<file path="config.mk">
export PLATFORM = sky130hd
export DESIGN_NAME = vliw_ctrl_seq
export DESIGN_NICKNAME = d
export VERILOG_FILES = /design/src/rtl/vliw_ctrl_seq.sv
export SDC_FILE = /design/constraint.sdc
export NUM_CORES = 1
export LEC_CHECK = 0
export BUFFER_PORTS_ARGS = -buffer_cell sky130_fd_sc_hd__buf_4
export CORE_MARGIN = 1.5
export CORE_UTILIZATION = 45
export DETAILED_ROUTE_END_ITERATION = 10
export HOLD_SLACK_MARGIN = 0.08
export PLACE_DENSITY = 0.91
export SLEW_MARGIN = 20
export SYNTH_ARGS = -nofsm -noshare
export SYNTH_HDL_FRONTEND = slang
export SYNTH_SLANG_ARGS = --single-unit
</file>
<file path="constraint.sdc">
create_clock -name clk -period 3.2 [get_ports clk]
set_clock_uncertainty 0.1 [all_clocks]
set_input_delay 0.48 -clock clk [delete_from_list [all_inputs] [get_ports clk]]
set_output_delay 0.48 -clock clk [all_outputs]
set_load 0.01 [all_outputs]
</file>
<file path="src/rtl/vliw_ctrl_seq.sv">
// Registered control-decode stage for one VLIW bundle (one 32-bit slot plus
// NUM_C16 compressed slots); compressed loads/stores share one memory port.
module vliw_ctrl_seq #(
  parameter int NUM_C16 = 2,
  parameter int SLOT_W  = 3
) (
  input  logic                 clk,
  input  logic                 reset,
  input  logic                 flush,
  input  logic                 bundle_valid,
  output logic                 bundle_ready,
  input  logic [6:0]           op32_opcode,
  input  logic [2:0]           op32_funct3,
  input  logic [6:0]           op32_funct7,
  input  logic [2*NUM_C16-1:0] c16_opcode,
  input  logic [4*NUM_C16-1:0] c16_funct,
  output logic                 ctrl_valid,
  input  logic                 ctrl_ready,
  output logic                 jump,
  output logic                 branch,
  output logic                 regWrite_32,
  output logic [1:0]           aluSrcB,
  output logic [1:0]           aluOp,
  output logic [1:0]           writeDataSelect_32,
  output logic [NUM_C16-1:0]   rs2_select_16,
  output logic [NUM_C16-1:0]   memAdderSrcA,
  output logic [NUM_C16-1:0]   memAdderSrcB,
  output logic [NUM_C16-1:0]   regDest16_select,
  output logic [NUM_C16-1:0]   aluMemSelect,
  output logic [NUM_C16-1:0]   regWrite_16,
  output logic [NUM_C16:0]     illegal,
  output logic                 memRead,
  output logic                 memWrite,
  output logic [SLOT_W-1:0]    mem_slot,
  input  logic                 mem_ack
);

  typedef enum logic [1:0] {
    ST_IDLE = 2'd0,
    ST_MEM  = 2'd1,
    ST_OUT  = 2'd2
  } state_t;

  typedef struct packed {
    logic       jump;
    logic       branch;
    logic [1:0] alu_src_b;
    logic [1:0] alu_op;
    logic [1:0] wds;
    logic       rw;
    logic       ill;
  } dec32_t;

  // Unrecognised encodings (including wrong funct7) decode to all-zero plus illegal.
  function automatic dec32_t decode32(input logic [6:0] opc, input logic [2:0] f3,
                                      input logic [6:0] f7);
    dec32_t d;
    d = '0;
    case ({opc, f3})
      {7'b0010011, 3'b000}: begin d.alu_src_b = 2'b10; d.rw = 1'b1; end
      {7'b0010011, 3'b011}: begin
        d.alu_src_b = 2'b11; d.alu_op = 2'b01; d.wds = 2'b10; d.rw = 1'b1;
      end
      {7'b0010011, 3'b101}: begin
        if (f7 == 7'b0100000) begin d.alu_src_b = 2'b01; d.alu_op = 2'b10; d.rw = 1'b1; end
        else begin d.ill = 1'b1; end
      end
      {7'b0110011, 3'b000}: begin
        if (f7 == 7'b0100000) begin d.alu_op = 2'b01; d.rw = 1'b1; end
        else begin d.ill = 1'b1; end
      end
      {7'b1100111, 3'b000}: begin d.jump = 1'b1; d.wds = 2'b01; d.rw = 1'b1; end
      {7'b1100011, 3'b100}: begin d.branch = 1'b1; end
      default:              begin d.ill = 1'b1; end
    endcase
    return d;
  endfunction

  function automatic logic [SLOT_W-1:0] lowest_set(input logic [NUM_C16-1:0] m);
    logic [SLOT_W-1:0] idx;
    idx = '0;
    for (int i = NUM_C16 - 1; i >= 0; i--) begin
      if (m[i]) idx = SLOT_W'(i);
    end
    return idx;
  endfunction

  state_t             state_r, state_nx_s;
  logic [NUM_C16-1:0] mask_r, mask_nx_s, wr_mask_r, wr_mask_nx_s;
  logic [NUM_C16-1:0] low_onehot_s, mask_acked_s;
  logic               accept_s, clear_s, in_mem_s;

  dec32_t             dec32_s, dec32_r;
  logic [NUM_C16-1:0] rs2_s, srca_s, srcb_s, dest_s, alumem_s, rw16_s, ill16_s, ld_s, st_s;
  logic [NUM_C16-1:0] rs2_r, srca_r, srcb_r, dest_r, alumem_r, rw16_r, ill16_r;

  assign bundle_ready = ((state_r == ST_IDLE) | ((state_r == ST_OUT) & ctrl_ready))
                        & ~flush & ~reset;
  assign accept_s     = bundle_valid & bundle_ready;
  assign clear_s      = flush | ((state_r == ST_OUT) & ctrl_ready & ~accept_s);
  assign in_mem_s     = (state_r == ST_MEM);
  assign dec32_s      = decode32(op32_opcode, op32_funct3, op32_funct7);

  // Per-slot compressed decode of the offered bundle.
  always_comb begin
    rs2_s    = '0;
    srca_s   = '0;
    srcb_s   = '0;
    dest_s   = '0;
    alumem_s = '0;
    rw16_s   = '0;
    ill16_s  = '0;
    ld_s     = '0;
    st_s     = '0;
    for (int i = 0; i < NUM_C16; i++) begin
      case (c16_opcode[2*i +: 2])
        2'b10: begin
          if (c16_funct[4*i +: 4] == 4'b1000) rw16_s[i] = 1'b1;
          else ill16_s[i] = 1'b1;
        end
        2'b00: begin
          case (c16_funct[4*i+1 +: 3])
            3'b010: begin
              rs2_s[i] = 1'b1; srca_s[i] = 1'b1; srcb_s[i] = 1'b1;
              dest_s[i] = 1'b1; alumem_s[i] = 1'b1; rw16_s[i] = 1'b1; ld_s[i] = 1'b1;
            end
            3'b110: begin
              rs2_s[i] = 1'b1; srca_s[i] = 1'b1; srcb_s[i] = 1'b1; st_s[i] = 1'b1;
            end
            default: ill16_s[i] = 1'b1;
          endcase
        end
        default: ill16_s[i] = 1'b1;
      endcase
    end
  end

  // Lowest pending slot owns the memory port; an ack retires exactly that slot.
  assign low_onehot_s = mask_r & (~mask_r + NUM_C16'(1));
  assign mask_acked_s = mask_r & ~low_onehot_s;
  assign memRead      = in_mem_s & (|(low_onehot_s & ~wr_mask_r));
  assign memWrite     = in_mem_s & (|(low_onehot_s & wr_mask_r));
  assign mem_slot     = in_mem_s ? lowest_set(mask_r) : {SLOT_W{1'b0}};

  // Next-state and pending-mask logic.
  always_comb begin
    state_nx_s   = state_r;
    mask_nx_s    = mask_r;
    wr_mask_nx_s = wr_mask_r;
    if (flush) begin
      state_nx_s   = ST_IDLE;
      mask_nx_s    = '0;
      wr_mask_nx_s = '0;
    end else if (accept_s) begin
      mask_nx_s    = ld_s | st_s;
      wr_mask_nx_s = st_s;
      state_nx_s   = ((ld_s | st_s) != '0) ? ST_MEM : ST_OUT;
    end else begin
      case (state_r)
        ST_MEM: begin
          if (mem_ack) begin
            mask_nx_s  = mask_acked_s;
            state_nx_s = (mask_acked_s == '0) ? ST_OUT : ST_MEM;
          end else begin
            state_nx_s = ST_MEM;
          end
        end
        ST_OUT:  state_nx_s = ctrl_ready ? ST_IDLE : ST_OUT;
        ST_IDLE: state_nx_s = ST_IDLE;
        default: state_nx_s = ST_IDLE;
      endcase
    end
  end

  // State and pending-mask registers.
  always_ff @(posedge clk) begin
    if (reset) begin
      state_r   <= ST_IDLE;
      mask_r    <= '0;
      wr_mask_r <= '0;
    end else begin
      state_r   <= state_nx_s;
      mask_r    <= mask_nx_s;
      wr_mask_r <= wr_mask_nx_s;
    end
  end

  // Decoded fields load on accept and hold until retire or flush.
  always_ff @(posedge clk) begin
    if (reset || clear_s) begin
      dec32_r  <= '0;
      rs2_r    <= '0;
      srca_r   <= '0;
      srcb_r   <= '0;
      dest_r   <= '0;
      alumem_r <= '0;
      rw16_r   <= '0;
      ill16_r  <= '0;
    end else if (accept_s) begin
      dec32_r  <= dec32_s;
      rs2_r    <= rs2_s;
      srca_r   <= srca_s;
      srcb_r   <= srcb_s;
      dest_r   <= dest_s;
      alumem_r <= alumem_s;
      rw16_r   <= rw16_s;
      ill16_r  <= ill16_s;
    end else begin
      dec32_r  <= dec32_r;
    end
  end

  assign ctrl_valid         = (state_r == ST_OUT);
  assign jump               = dec32_r.jump;
  assign branch             = dec32_r.branch;
  assign regWrite_32        = dec32_r.rw;
  assign aluSrcB            = dec32_r.alu_src_b;
  assign aluOp              = dec32_r.alu_op;
  assign writeDataSelect_32 = dec32_r.wds;
  assign rs2_select_16      = rs2_r;
  assign memAdderSrcA       = srca_r;
  assign memAdderSrcB       = srcb_r;
  assign regDest16_select   = dest_r;
  assign aluMemSelect       = alumem_r;
  assign regWrite_16        = rw16_r;
  assign illegal            = {ill16_r, dec32_r.ill};

endmodule
</file>
**After elaboration in Yosys (flattened, before gate mapping)**

Cells that the tools add are included.

- Logic and storage cells: 114
- Output and inout port bits: 31
- Flip-flop bits (word level): 24
- Bits of input ports: 35

- Add/subtract/negate cells: 1
- Equality and inequality tests: 17
- Reductions and logical operators: 17
- Multiplexer cells: 45
- Bitwise gates (word level): 20

Operators by type and width:

| cell | number |
|---|---|
| $eq A10 B8 Y1 const B | 3 |
| $mux W1 | 24 |
| $eq A10 B10 Y1 const B | 2 |
| $mux W2 | 8 |
| $pmux W1 S2 | 6 |
| $pmux W2 S3 | 2 |
| $reduce_or A2 Y1 | 6 |
| $eq A10 B9 Y1 const B | 1 |
| $mux W3 | 3 |
| $and A2 B2 Y2 | 4 |
| $eq A4 B4 Y1 const B | 2 |
| $logic_not A2 Y1 | 4 |
| $pmux W2 S2 | 2 |
| $and A1 B1 Y1 | 7 |
| $eq A7 B6 Y1 const B | 1 |
| $eq A2 B2 Y1 const B | 3 |
| $eq A3 B2 Y1 const B | 2 |
| $eq A3 B3 Y1 const B | 2 |
| $not A2 Y2 | 3 |
| $reduce_bool A2 Y1 | 3 |
| $reduce_or A4 Y1 | 1 |
| $not A1 Y1 | 3 |
| $reduce_or A3 Y1 | 1 |
| $add A2 B1 Y2 const B | 1 |
| other kinds (5) | 6 |

**Logic depth before layout (Yosys ltp)**

Gate-level depths: netlist (run 1).

- Depth in word-level cells: 10
- Depth in mapped cells: 7
- Depth with buffers taken out: 6

**Least setup slack after synthesis (run 1)**

No wires, ideal clock.

- Path type: input to register
- Start: input port op32_funct7[1]
- End: register dec32_r, in the netlist illegal[0]
- Path slack: 1.338 ns
- Stages: 4
- Arrival: 1.645 ns
- Buffers on the path: 0
- Cell sequence: or4b_4 nor4_4 a211oi_2 a32o_2

- Word-level cells in the longest chain between the ends: 3

Ends and longest elaborated chain:

| element | line | RTL |
|---|---|---|
| from (decl) | 14 | `input logic [6:0] op32_funct7,` |
| $eq A7 B6 Y1 | 65, 69 |  |
| $mux W1 | 65, 69 |  |
| $pmux W1 S2 | 59 | `case ({opc, f3})` |
| to (signal assigned) | 200 | `dec32_r <= dec32_s;` |
| to (signal assigned) | 209 | `dec32_r <= dec32_r;` |
| to (decl) | 93 | `dec32_t dec32_s, dec32_r;` |

No other way between the ends.
A chain may end at the register's enable or synchronous reset.

**Worst setup path after layout (run 1)**

- Start: register state_r[0]
- End: output port bundle_ready

- Word-level cells in the longest chain between the ends: 5
- Elaborated cells between the ends (all ways): 6
- Classes of those cells: eq/ne (1); bitwise (4); reduce/logical (1)

Ends and longest elaborated chain:

| element | line | RTL |
|---|---|---|
| from (decl) | 88 | `state_t state_r, state_nx_s;` |
| from (signal assigned) | 182 | `state_r <= state_nx_s;` |
| $eq A2 B2 Y1 | 97 | `assign bundle_ready = ((state_r == ST_IDLE) \| ((state_r == ST_OUT) & ctrl_ready))` |
| $and A1 B1 Y1 | 97 |  |
| $or A1 B1 Y1 * | 97 |  |
| $and A1 B1 Y1 * (2 in a row) | 98 | `& ~flush & ~reset;` |
| to (decl) | 11 | `output logic bundle_ready,` |

Mark *: on every way between the ends. The rest lies on a longest branch, timed or not.

==> results.yml, run 1 <==
status:
  status: "finished clean"
floorplanning:
  die_w_um: 57.2
  initial_core_util_pct: 47.6
  top_level_ports: 66
  fp.coreArea_um2: 2780
  num_rows: 19
  die_area_um2: 3280
  fp.dieH_um: 57.2
place:
  numPortBuffers: 63
  dp_cells: 247
  dpl.hpwl_um: 2550
  routabilityCongestion: 0.794
  dp_slack_ns: 1.15
logic_synthesis:
  yosys.area.top_type: "dfxtp_1"
  synthMuxAreaShare_pct: 0
  syn_area_um2: 1320
  synth.most_common_cell: "nand2_1"
  netlist-cell-type-count: 37
  synth-compound-area-share_pct: 17.1
  yosys.area.top_type_share_pct: 36.3
  synth_fa_ha_area_share_pct: 2.84
  synth_edf_count: 0
  synth_area_leaders: "dfxtp_1 (36%), nand2_1 (7.9%), a21oi_1 (7.6%)"
  yosys_warnings: 0
  synthArstFlopShare_pct: 0
  synthFlopType: "dfxtp_1"
  synthCells: 164
  synth_common_cells: "nand2_1 (28), dfxtp_1 (24), a21oi_1 (20)"
  syn_avg_cell_area_um2: 8.07
  synth_top_family_by_area: "simple AND/OR/NAND/NOR gates"
  synth_xor_area_share_pct: 0.662
  synth-simple-area-share_pct: 35.4
  yosysSeqAreaShare_pct: 36.3
  synth_seq_cells: 24
clock_network:
  cts_inserted_buffers: 3
  path_clk_slew_ns: 0.12
  clockBufferDepth: 2
  cts.sinks: 24
  cts-root-buf: "clkbuf_4"
  cts_hold_repair.buffers: 0
  cts_htree_levels: 1
  cts_tree: "built"
  clk_latency_ns: 0.30
  post_cts_resized: 0
  postCtsSetupBuffers: 0
sta:
  maxSlewViolCount: 0
  worst_pin_slew_ns: 0.721
  hold_viol: 0
  relSlewSlack_pct: 51.9
  setup_violations: 0
  fin_crit_sh_pct: 63.5
  max_freq_ghz: 0.492
  fin_crit_ns: 2.03
  setup_ws_ns: 1.17
  timing.setup.tns_ns: 0
  rsz0062_at_grt: "false"
drt:
  wl_per_cell_um: 13.1
  via_per_inst: 5.35
  first_iter_violations: 33
  vias: 1337
  ant_nets: 0
  wirelength_um: 3290
  dr.pass1.iters: 4
  drc: 0
setup_path:
  path_class: "reg -> out"
  crit_buf_inv: 2
  required_ns: 2.62
  cp_cell_sequence: "inv_1 > ha_1 > a21o_1 > and2_1 > buf_4"
  crit_path_end_kind: "primary output"
  cp_top_family: "flip-flops"
  critical-path-max-stage-delay_ns: 0.35
  slowest_stage: "dfxtp_1"
  cp-start-kind: "flop"
  crit_fanout: 4
  crit_arrival_ns: 1.45
cells_and_area:
  drive_above_1_share_pct: 34.2
  finalNonFillerCells: 250
  n_antenna_cell: 0
  nNetsFinal: 259
  syn_to_final_growth_pct: 35.5
global_route:
  antenna_found_initial: 0
  gr-total-overflow: 0
  grt_use_total_pct: 20.0
  grt_max_degree: 23
  grt_pass1_wl_um: 5260
  grt_pass1_vias: 1214
job:
  cap_violations: 0
pwr:
  leakagePower_nw: 0.748
  power_density_nw_per_um2: 291
  ir_drop_mv: 0.275
hold_path:
  hold_class: "in -> reg"
routing by layer:
| layer | up-vias | wire length (µm) | share of wire (%) | global-route usage (%) |
|---|---|---|---|---|
| met5 | - | 0 | 0 | 0 |
| met4 | 0 | 0 | 0 | 4.65 |
| met3 | 0 | 172 | 5.2 | 3.85 |
| met2 | 43 | 1720 | 52 | 35.3 |
| met1 | 614 | 1400 | 42 | 25.1 |
| li1 | 680 | - | - | - |
registers in the layout, summed over array words and instances (netlist names):
signal / flops
ill16_r: 2
mask_r: 2
aluOp: 2
aluMemSelect: 2
regWrite_32: 1
memAdderSrcB: 2
writeDataSelect_32: 2
jump: 1
illegal: 1
aluSrcB: 2
regWrite_16: 2
branch: 1
state_r: 2
wr_mask_r: 2
path summary, 6_finish.rpt:
| check | from | end | slack [ns] | depth (start not counted) |
|---|---|---|---|---|
| setup reg to reg | state_r[0] | aluMemSelect[0] | 1.25 | 6 |
| hold / removal | c16_funct[7] | wr_mask_r[1] | 0.35 | 3 |
| setup / recovery | state_r[0] | bundle_ready | 1.17 | 5 |
| hold reg to reg | branch | branch | 0.37 | 2 |
cell usage in the layout, fill, tap and decap left out:
cell / Yosys / layout
dfxtp_1: 24 / 24
o21ai_0: 3 / 3
a21o_1: 1 / 1
nor3_1: 6 / 6
conb_1: 1 / 2
o21ai_1: 1 / 1
inv_1: 4 / 4
nor4_1: 2 / 2
and3b_1: 1 / 1
or3b_1: 1 / 1
or3_1: 2 / 2
buf_4: 8 / 65
a211oi_1: 2 / 2
nand3_1: 8 / 8
nand3b_1: 4 / 4
clkbuf_4: 0 / 3
xor2_1: 1 / 1
or2_2: 1 / 1
nand2b_1: 4 / 4
ha_1: 3 / 3
nor2_1: 10 / 10
and2_1: 2 / 2
and3_1: 1 / 1
a21oi_1: 20 / 20
nor2b_1: 2 / 2
a311oi_1: 2 / 2
nand2_1: 28 / 28
nand4bb_4: 1 / 1
or4b_4: 1 / 1
a211oi_2: 2 / 2
nand4bb_1: 3 / 3
a32o_2: 1 / 1
or4b_1: 1 / 1
o21a_1: 2 / 2
o211ai_1: 2 / 2
nor4_4: 1 / 1
nor3b_1: 2 / 2
final cells by class:
cell class | instances | area [µm²]
Inverter | 4 | 15.0
Sequential cell | 24 | 480
Multi-Input combinational cell | 123 | 749
Clock buffer | 3 | 22.5
Tap cell | 31 | 38.8
Fill cell | 245 | 987
Timing Repair Buffer | 65 | 488
cell families (layout without fill, tap and decap cells):
logic type / count (synthesis) / in the layout
adders and majority gates: 3 / 3
AOI/OAI and AO/OA: 36 / 36
other: 1 / 2
DFF: 24 / 24
buffers and inverters: 18 / 72
xor gates and xnor gates: 1 / 1
and+or+nand+nor: 81 / 81
power by group:
group          internal, W  leakage, nW  total [W]  switching (W)
Clock            0.0000440       0.0138   0.000126      0.0000824
Sequential        0.000302        0.194   0.000304     0.00000216
Combinational    0.0000485        0.540  0.0000916      0.0000431
Total             0.000394        0.748   0.000522       0.000128
worst reg2reg max path, cell delays in order (launching register included):
cell and delay [ns]:
dfxtp_1 0.33, inv_1 0.07, ha_1 0.19, a21o_1 0.17
and3_1 0.64, nand3b_1 0.21, a21oi_1 0.17
stage by stage:
stage          cell area, µm²  hold WS, ns  util, %  power, W
6_report                 1790        0.350     64.5  0.000522
2_1_floorplan            1330        0.344        -  0.000351
3_3_place_gp             1770        0.346     63.7  0.000399
3_5_place_dp             1770        0.353     63.7  0.000401
5_1_grt                  1790        0.354     64.5  0.000546
4_1_cts                  1790        0.339     64.5  0.000526
Power figures use the tool's default switching activity.
==> inputs of run 2 (changes only) <==
--- a/config.mk
+++ b/config.mk
@@ -5,12 +5,13 @@
 export SDC_FILE = /design/constraint.sdc
 export NUM_CORES = 1
 export LEC_CHECK = 0
+export ABC_AREA = 1
 export BUFFER_PORTS_ARGS = -buffer_cell sky130_fd_sc_hd__buf_4
 export CORE_MARGIN = 1.5
 export CORE_UTILIZATION = 45
 export DETAILED_ROUTE_END_ITERATION = 10
 export HOLD_SLACK_MARGIN = 0.08
-export PLACE_DENSITY = 0.91
+export PLACE_DENSITY = 0.9
 export SLEW_MARGIN = 20
 export SYNTH_ARGS = -nofsm -noshare
 export SYNTH_HDL_FRONTEND = slang
==> constraint.sdc (replaced) <==
create_clock -name clk -period 1.9 [get_ports clk]
set_clock_uncertainty 0.1 [all_clocks]
set_input_delay 0.285 -clock clk [delete_from_list [all_inputs] [get_ports clk]]
set_output_delay 0.285 -clock clk [all_outputs]
set_load 0.01 [all_outputs]
==> run 2 against run 1 <==
The flow now finishes with violations (DRC). Non-clock buffer count unchanged. Worst setup slack worse by 1.1 ns. Critical endpoint is now memWrite. Highest routed layer is now met4. Sequential power up 70%. Clock power up 110%. Worst hold slack worse by 0.24 ns.
==> results.yml, run 2 <==
status:
  status: "complete, but fails checks"
  violations: "DRC"
sta:
  rsz0062_at_grt: "true"
  max_freq_ghz: 0.553
  setup_ws_ns: 0.0930
  fin_crit_ns: 1.81
  fin_crit_sh_pct: 95.1
  maxSlewViolCount: 0
  hold_viol: 0
  setup_violations: 0
  worst_hold_slack_ns: 0.105
logic_synthesis:
  synth_seq_cells: 24
  synth-compound-area-share_pct: 15.1
  synthArstFlopShare_pct: 0
  synth_area_leaders: "dfxtp_1 (35%), nand2_1 (11%), inv_1 (9.4%)"
  yosys.area.top_type_share_pct: 35.2
  synth.most_common_cell: "nand2_1"
  yosys_warnings: 0
  netlist-cell-type-count: 25
  synth_edf_count: 0
  synth_xor_area_share_pct: 0
  synthMuxAreaShare_pct: 0
  yosys.area.top_type: "dfxtp_1"
  synthFlopType: "dfxtp_1"
  synth_common_cells: "nand2_1 (40), inv_1 (34), nor2_1 (33)"
  synthCells: 208
  synth_fa_ha_area_share_pct: 2.75
  syn_avg_cell_area_um2: 6.56
  syn_area_um2: 1360
  synth-simple-area-share_pct: 30.3
  yosysSeqAreaShare_pct: 35.2
  synth_top_family_by_area: "simple AND/OR/NAND/NOR gates"
pwr:
  swShare_pct: 25.3
  p_switching_w: 0.000241
  ir_drop_mv: 0.416
  p_int_w: 0.000712
  p_comb_share_pct: 17.6
  power_density_nw_per_um2: 515
  pwr-share-seq_pct: 54.2
  power_w: 0.000953
  leakagePower_nw: 0.954
  clkPwrFrac_pct: 28.2
cells_and_area:
  drive_above_1_share_pct: 28.3
  nNetsFinal: 304
  fin_util_pct: 66.0
  final_common_cell: "buf_4"
  n_antenna_cell: 0
  syn_to_final_growth_pct: 35.7
  layout_common_cells: "buf_4 (64), nand2_1 (40), inv_1 (34), nor2_1 (33), dfxtp_1 (24)"
  nFillCells: 251
setup_path:
  required_ns: 1.51
  rr_worst_depth: 11
  slowest_stage: "dfxtp_1"
  crit_start: "state_r[1]"
  crit_path_end_kind: "primary output"
  path_class: "reg -> out"
  cpMostUsedCell: "inv_1"
  r2r_setup_slack_ns: 0.24
  rr_startpoint: "state_r[0]"
  crit_arrival_ns: 1.42
  critical-path-max-stage-delay_ns: 0.33
  crit_fanout: 4
  cp-start-kind: "flop"
  cp_cell_sequence: "inv_1 > ha_2 > inv_1 > nor3_2 > nand2_1 > o21ai_0 > buf_4"
  reg2reg_to: "illegal[0]"
global_route:
  grt_pass1_vias: 1255
  grt_max_degree: 21
  gr-total-overflow: 0
  antenna_found_initial: 0
  grt_use_total_pct: 19.5
  grt_pass1_wl_um: 5130
clock_network:
  clockBufferDepth: 2
  path_clk_slew_ns: 0.13
  cts_tree: "built"
  cts_inserted_buffers: 3
  cts.sinks: 24
  cts_hold_repair.buffers: 0
  clk_latency_ns: 0.32
  cts_htree_levels: 1
  cts-root-buf: "clkbuf_4"
  postCtsSetupBuffers: 0
place:
  dpl.hpwl_um: 2640
  dp_slack_ns: 0.234
  routabilityCongestion: 0.818
  numPortBuffers: 63
drt:
  wirelength_um: 3310
  dr.pass1.iters: 7
  ant_nets: 0
  vias: 1442
  wl_per_cell_um: 11.2
  drc: 5
  first_iter_violations: 62
  via_per_inst: 4.87
floorplanning:
  fp.coreArea_um2: 2810
  top_level_ports: 66
  fp.dieH_um: 58.1
  die_area_um2: 3370
  initial_core_util_pct: 48.6
  num_rows: 19
  die_w_um: 58.1
job:
  cap_violations: 0
hold_path:
  worst_hold_path.endpoint: "mask_r[1]"
  hold_class: "in -> reg"
  min_from: "reset"
  min_path_cells: 4
[run 2: cell count changes in the layout (fill, tap and decap cells not counted), moves of 5 or more]
cell	delta
inv_1	+30
nand2_1	+12
nand4_1	+5
nor2_1	+23
nor3_1	-5
o21ai_0	+6
[run 2: layer usage]
layer	routed length [µm]	share of wire (%)	track usage (%)	up-vias
met4	46	1.4	5.98	0
met2	1600	48	33.8	41
li1	-	-	-	759
met1	1510	46	24.4	635
met5	0	0	0	-
met3	155	4.7	3.79	7
[run 2: area by class of cell]
class	instances	area (µm²)	area share [%]
repair buffers	65	492	26.6
multi-input cells	137	672	36.3
flip-flops and latches	24	480	26.0
clock buffers	4	36.3	1.96
inverters	35	131	7.10
well taps	31	38.8	2.10
[run 2: critical path, delay by kind of cell (launching register included)]
family,cells,cell delay (ns)
DFF,1,0.33
buffers and inverters,3,0.30
adders and majority gates,1,0.21
and+or+nand+nor,2,0.19
AOI/OAI and AO/OA,1,0.07
[run 2: worst max path at each step]
stage,end,slack [ns],cells after the start
after detailed placement,illegal[0],0.23,11
final,memWrite,0.09,7
after CTS,memWrite,0.02,7
after floorplan,jump,0.35,10
after global placement,illegal[0],0.32,11
after global routing,memWrite,-0.05,7
[run 2: cells by family after synthesis]
group / count (synthesis)
adders and majority gates: 3
other: 1
AOI/OAI and AO/OA: 36
DFF: 24
buffers and inverters: 48
and+or+nand+nor: 96
[run 2: power groups by stage]
stage                     sequential, W  clock (W)  combinational (W)
after floorplan                0.000529          0          0.0000777
after global placement         0.000527          0           0.000161
after detailed placement       0.000527          0           0.000166
after CTS                      0.000516   0.000268           0.000166
after global routing           0.000517   0.000289           0.000187
final                          0.000516   0.000269           0.000167
[run 2: per-stage QoR]
step,area (µm²),std cells,setup TNS [ns]
2_1_floorplan,1370,209,0
3_3_place_gp,1800,292,0
3_5_place_dp,1800,292,0
4_1_cts,1840,296,0
5_1_grt,1850,296,-0.0536
6_report,1850,296,0
[run 2: repair_timing]
action / 4_1_cts / 5_1_grt
hold endpoints to repair: 0 / 0
resized for setup: 0 / 3
endpoints found under the setup margin: 0 / 2
